### src/rtl/shared_mem_arbiter.sv
// Round-robin arbiter serialising per-core load/store requests onto the single-ported
// shared data bank, one access in flight, with per-core ack pulse and held read data.
module shared_mem_arbiter #(
  parameter int unsigned Ncores = 2,
  parameter int unsigned Lmem   = 8,
  parameter int unsigned TAM    = 16
) (
  input  logic                  clk,
  input  logic                  rst,
  input  logic [Ncores-1:0]     core_req,
  input  logic [Ncores-1:0]     core_we,
  input  logic [Ncores*TAM-1:0] core_addr,
  input  logic [Ncores*TAM-1:0] core_wdata,
  output logic [Ncores-1:0]     core_ack,
  output logic [Ncores*TAM-1:0] core_rdata,
  output logic                  mem_en,
  output logic                  mem_we,
  output logic [Lmem-1:0]       mem_addr,
  output logic [TAM-1:0]        mem_wdata,
  input  logic [TAM-1:0]        mem_rdata,
  output logic                  busy
);

  localparam int unsigned PW = (Ncores > 1) ? $clog2(Ncores) : 1;

  typedef enum logic [1:0] {IDLE, ISSUE, WAIT, ACK} state_t;

  state_t                r_state, w_state_nxt;
  logic [PW-1:0]         r_rr_ptr, w_rr_ptr_nxt;
  logic [PW-1:0]         r_win, w_win_nxt;
  logic [Ncores-1:0]     r_mask, w_mask_nxt;
  logic [Ncores-1:0]     r_ack, w_ack_nxt;
  logic [Ncores*TAM-1:0] r_rdata, w_rdata_nxt;
  logic                  r_mem_en, w_mem_en_nxt;
  logic                  r_mem_we, w_mem_we_nxt;
  logic [Lmem-1:0]       r_mem_addr, w_mem_addr_nxt;
  logic [TAM-1:0]        r_mem_wdata, w_mem_wdata_nxt;
  logic                  r_busy, w_busy_nxt;

  logic [Ncores-1:0]     w_elig;
  logic [PW-1:0]         w_cand;
  logic [PW-1:0]         w_pick;
  logic                  w_found;
  logic                  w_unused;

  // Address bits above the bank width are don't-care.
  assign w_unused = ^core_addr;

  // Round-robin pick: the loop visits rr_ptr+Ncores down to rr_ptr+1, so the last hit wins
  // and rr_ptr+1 has highest priority.
  always_comb begin
    w_elig  = core_req & ~r_mask;
    w_found = 1'b0;
    w_pick  = r_rr_ptr;
    w_cand  = '0;
    for (int unsigned k = 0; k < Ncores; k++) begin
      w_cand = PW'((32'(r_rr_ptr) + Ncores - k) % Ncores);
      if (w_elig[w_cand]) begin
        w_pick  = w_cand;
        w_found = 1'b1;
      end
    end
  end

  always_comb begin
    w_state_nxt     = r_state;
    w_rr_ptr_nxt    = r_rr_ptr;
    w_win_nxt       = r_win;
    w_mask_nxt      = r_mask;
    w_ack_nxt       = '0;
    w_rdata_nxt     = r_rdata;
    w_mem_en_nxt    = 1'b0;
    w_mem_we_nxt    = 1'b0;
    w_mem_addr_nxt  = r_mem_addr;
    w_mem_wdata_nxt = r_mem_wdata;
    case (r_state)
      IDLE: begin
        w_mask_nxt = '0;
        if (w_found) begin
          w_win_nxt       = w_pick;
          w_mem_en_nxt    = 1'b1;
          w_mem_we_nxt    = core_we[w_pick];
          w_mem_addr_nxt  = core_addr[32'(w_pick)*TAM +: Lmem];
          w_mem_wdata_nxt = core_wdata[32'(w_pick)*TAM +: TAM];
          w_state_nxt     = ISSUE;
        end
      end
      ISSUE: begin
        if (r_mem_we) begin
          w_ack_nxt[r_win] = 1'b1;
          w_state_nxt      = ACK;
        end else begin
          w_state_nxt = WAIT;
        end
      end
      WAIT: begin
        w_rdata_nxt[32'(r_win)*TAM +: TAM] = mem_rdata;
        w_ack_nxt[r_win]                   = 1'b1;
        w_state_nxt                        = ACK;
      end
      ACK: begin
        // Mask the winner for one IDLE cycle so a late-dropped request is not regranted.
        w_rr_ptr_nxt      = r_win;
        w_mask_nxt        = '0;
        w_mask_nxt[r_win] = 1'b1;
        w_state_nxt       = IDLE;
      end
      default: w_state_nxt = IDLE;
    endcase
    w_busy_nxt = (w_state_nxt != IDLE);
  end

  always_ff @(posedge clk) begin
    if (rst) begin
      r_state     <= IDLE;
      r_rr_ptr    <= PW'(Ncores - 1);
      r_win       <= '0;
      r_mask      <= '0;
      r_ack       <= '0;
      r_rdata     <= '0;
      r_mem_en    <= 1'b0;
      r_mem_we    <= 1'b0;
      r_mem_addr  <= '0;
      r_mem_wdata <= '0;
      r_busy      <= 1'b0;
    end else begin
      r_state     <= w_state_nxt;
      r_rr_ptr    <= w_rr_ptr_nxt;
      r_win       <= w_win_nxt;
      r_mask      <= w_mask_nxt;
      r_ack       <= w_ack_nxt;
      r_rdata     <= w_rdata_nxt;
      r_mem_en    <= w_mem_en_nxt;
      r_mem_we    <= w_mem_we_nxt;
      r_mem_addr  <= w_mem_addr_nxt;
      r_mem_wdata <= w_mem_wdata_nxt;
      r_busy      <= w_busy_nxt;
    end
  end

  assign core_ack   = r_ack;
  assign core_rdata = r_rdata;
  assign mem_en     = r_mem_en;
  assign mem_we     = r_mem_we;
  assign mem_addr   = r_mem_addr;
  assign mem_wdata  = r_mem_wdata;
  assign busy       = r_busy;

endmodule

### config.mk
export PLATFORM = sky130hd
export DESIGN_NAME = shared_mem_arbiter
export DESIGN_NICKNAME = d
export VERILOG_FILES = /design/src/rtl/shared_mem_arbiter.sv
export SDC_FILE = /design/constraint.sdc
export NUM_CORES = 1
export LEC_CHECK = 0
export ABC_AREA = 1
export BUFFER_PORTS_ARGS = -buffer_cell sky130_fd_sc_hd__buf_4
export CAP_MARGIN = 20
export CORE_MARGIN = 2
export CORE_UTILIZATION = 45
export CTS_CLUSTER_SIZE = 30
export DETAILED_ROUTE_END_ITERATION = 10
export PLACE_DENSITY = 0.83
export SYNTH_ARGS = -nofsm -noshare
export SYNTH_HDL_FRONTEND = slang
export SYNTH_SLANG_ARGS = --single-unit
export TNS_END_PERCENT = 10
### constraint.sdc
create_clock -name clk -period 1.55 [get_ports clk]
set_input_delay 0.155 -clock clk [delete_from_list [all_inputs] [get_ports clk]]
set_output_delay 0.155 -clock clk [all_outputs]
set_load 0.02 [all_outputs]
==> flow_summary_export.csv <==
group,metric,value,unit
logic_synthesis,synth.avg_cell_area,7.245,um2
setup_path,critPathKind,"flip-flop to flip-flop",
power_and_ir_drop,vdd_drop_max,0.0009408,V
cells_and_area,fill_cells,555,
clock_tree,clkLatencyLatePin,0.33,ns
clock_tree,numCtsBuffers,9,
routing,wl_per_cell,12.10,um
global_routing,gr-total-overflow,0,
setup_path,rr_endpoint,"busy",
logic_synthesis,yosys.cell_types.count,24,
placement,io_buffers,130,
placement,gp_congestion,0.8184,
timing,slew_headroom,79.54,%
worst_hold_path,min_path_type,"input pin to flip-flop",
timing,worstMarginPinSlew,0.3069,ns
timing,rsz0062_at_grt,"false",
placement,dp_hpwl,5404,um
logic_synthesis,synth_nets,492,
clock_tree,cts_max_path_buffers,2,
global_routing,antenna_found_initial,0,
routing,ant_nets,0,
floorplan,die_h,84.35,um
global_routing,grt_pass1_vias,2826,
cells_and_area,final_cell_mix,"buf_4 (133), nor2_1 (68), dfxtp_1 (67)",
clock_tree,cts_root_buffer,"clkbuf_8",
cells_and_area,nets,618,
floorplan,die_area,0.007115,mm2
timing,finalCriticalPeriod,1.400,ns
timing,setup_tns,0,ns
timing,fin_hold_ws,0.05308,ns
global_routing,gr-usage-met3,3.048,%
setup_path,path_max_fanout,4,
setup_path,critical_path.endpoint,"busy",
setup_path,reg2reg_slack,0.15,ns
setup_path,worstSetupEndpointType,"flip-flop",
clock_tree,cts_tree,"yes",
routing,drc_errors,0,
setup_path,worstReg2RegStart,"r_state[0]",
timing,fmax,714.1,MHz
global_routing,met1_usage,23.29,%
logic_synthesis,synthesis.area,0.002905,mm2
clock_tree,htreeDepth,3,
timing,fin_crit_sh,90.34,%
clock_tree,cts_sinks,67,
clock_tree,post_cts_buffers,0,
floorplan,rows,29,
cells_and_area,final_layout_size_suffix_gt1_share,31.58,%
logic_synthesis,netlist_instances,401,
setup_path,startpoint,"r_state[0]",
setup_path,crit_path_start_kind,"flip-flop",
power_and_ir_drop,power_density,1766,mW/mm2
logic_synthesis,ys_seq_area_share,46.17,%
logic_synthesis,yosys_warnings,0,
floorplan,start_util,46.02,%
routing,dr.pass1.iters,4,
global_routing,grt.total_usage,20.49,%
logic_synthesis,ys_ff_latch,67,
cells_and_area,diodes,0,
routing,dr.first_iter.drc_count,128,
run,cap_violations,0,
global_routing,top_usage_layer,"met2",
floorplan,die_w,84.35,um
setup_path,reg2reg_depth,7,
routing,num_vias,2920,
power_and_ir_drop,p_leak,2.126,nW
timing,setup_violations,0,
setup_path,cp.arrival,1.62,ns
clock_tree,clkTransAtPathRegs,0.07,ns
global_routing,grtUsageMet2,37.37,%
routing,drt_wl_total,7366,um
timing,skew,0.007177,ns
cells_and_area,area_growth,41.95,%
timing,hold_viol_final,0,
floorplan,io_pins,147,
floorplan,core-area,0.006314,mm2
global_routing,grt_pass1_wl,12030,um
setup_path,required,1.77,ns
timing,maxSlewViolCount,0,
routing,viasPerCell,4.795,
status,status,"completed",
global_routing,grt_start_max_net_pins,33,
cells_and_area,layout_commonest_cell,"buf_4",
[worst min-delay path by stage]
stage / from / endpoint / cells past startpoint
finish: core_we[0] / mem_we / 3
global route: core_we[0] / mem_we / 3
CTS: core_we[0] / mem_we / 3
detailed placement: core_we[0] / mem_we / 3
global placement: core_we[0] / mem_we / 3
floorplan: core_we[0] / mem_we / 2
[cell type report]
class,instances,area (um2),share of cell area [%]
Sequential cell,67,1341,32.52
Multi-Input combinational cell,253,1196,29.00
Timing Repair Buffer,135,1039,25.18
Inverter,61,234.0,5.674
Clock buffer,10,127.6,3.095
Tap cell,77,96.34,2.336
Clock inverter,6,90.09,2.184
[stage by stage]
stage,instances,instance area (um2),total power (W),util [%],setup WS [ns]
2_1_floorplan,401,2905,0.004632,-,0.2432
3_3_place_gp,593,3904,0.005661,61.83,0.2136
3_5_place_dp,593,3904,0.005774,61.83,0.1530
4_1_cts,609,4121,0.007330,65.28,0.1449
5_1_grt,609,4124,0.007785,65.32,0.02507
6_report,609,4124,0.007282,65.32,0.1497
[sequential cells by signal, indices dropped and copies added, names as in the netlist]
signal / flops
mem_addr: 8
core_ack: 2
r_rr_ptr: 1
mem_we: 1
core_rdata: 32
r_mask: 2
busy: 1
mem_wdata: 16
r_win: 1
r_state: 2
mem_en: 1
[power breakdown]
part | total (W) | switching [W] | internal (W)
logic | 0.00323 | 0.00192 | 0.00131
clock network | 0.00155 | 0.000643 | 0.000909
registers | 0.00250 | 0.000275 | 0.00223
total | 0.00728 | 0.00284 | 0.00444
[cells by family (layout without fill, tap and decap cells)]
kind of cell / count (synthesis) / in the layout / synth area share (%)
buf+inv: 81 / 212 / 12.66
simple gates: 186 / 186 / 28.17
flops: 67 / 67 / 46.17
fa+ha+maj: 5 / 5 / 2.153
compound gates: 62 / 62 / 10.85
[what timing repair did]
action	in CTS	in global routing
endpoints found under the hold margin	0	0
hold buffers	0	0
gates resized for setup	0	2
endpoints found under the setup margin	0	1
[synthesized netlist by cell type]
| cell type | count | area, um2 |
|---|---|---|
| buf_6 | 6 | 67.56 |
| buf_2 | 4 | 20.02 |
| nand2_2 | 3 | 18.77 |
| a21oi_1 | 26 | 130.1 |
| nand3_4 | 1 | 17.52 |
| nor2_1 | 68 | 255.2 |
| o21ai_1 | 2 | 10.01 |
| nand4_1 | 1 | 6.260 |
| nand2_1 | 58 | 217.7 |
| clkbuf_4 | 1 | 7.510 |
| inv_2 | 7 | 26.28 |
| nand3_1 | 49 | 245.2 |
| dfxtp_1 | 67 | 1341 |
| o211ai_1 | 1 | 7.510 |
| buf_4 | 2 | 15.01 |
| or2_2 | 2 | 12.51 |
| inv_1 | 53 | 198.9 |
| inv_4 | 1 | 6.260 |
| o22ai_1 | 2 | 12.51 |
| ha_1 | 5 | 62.56 |
| nand2_4 | 4 | 45.04 |
| clkbuf_1 | 5 | 18.77 |
| o21ai_0 | 31 | 155.2 |
| buf_1 | 2 | 7.510 |
[per-layer routing]
layer,vias to the layer above,routed length (um)
met1,1332,3014
met4,0,143
li1,1507,-
met5,-,0
met3,14,261
met2,67,3946
[critical path, stage by stage (launching register included)]
cell,delay (ns)
dfxtp_1,0.37
inv_1,0.11
ha_1,0.26
inv_1,0.07
nand2_1,0.06
or2_2,0.27
nand3_1,0.11
nand2_1,0.06
No activity file was read; power rests on OpenSTA's default activity.
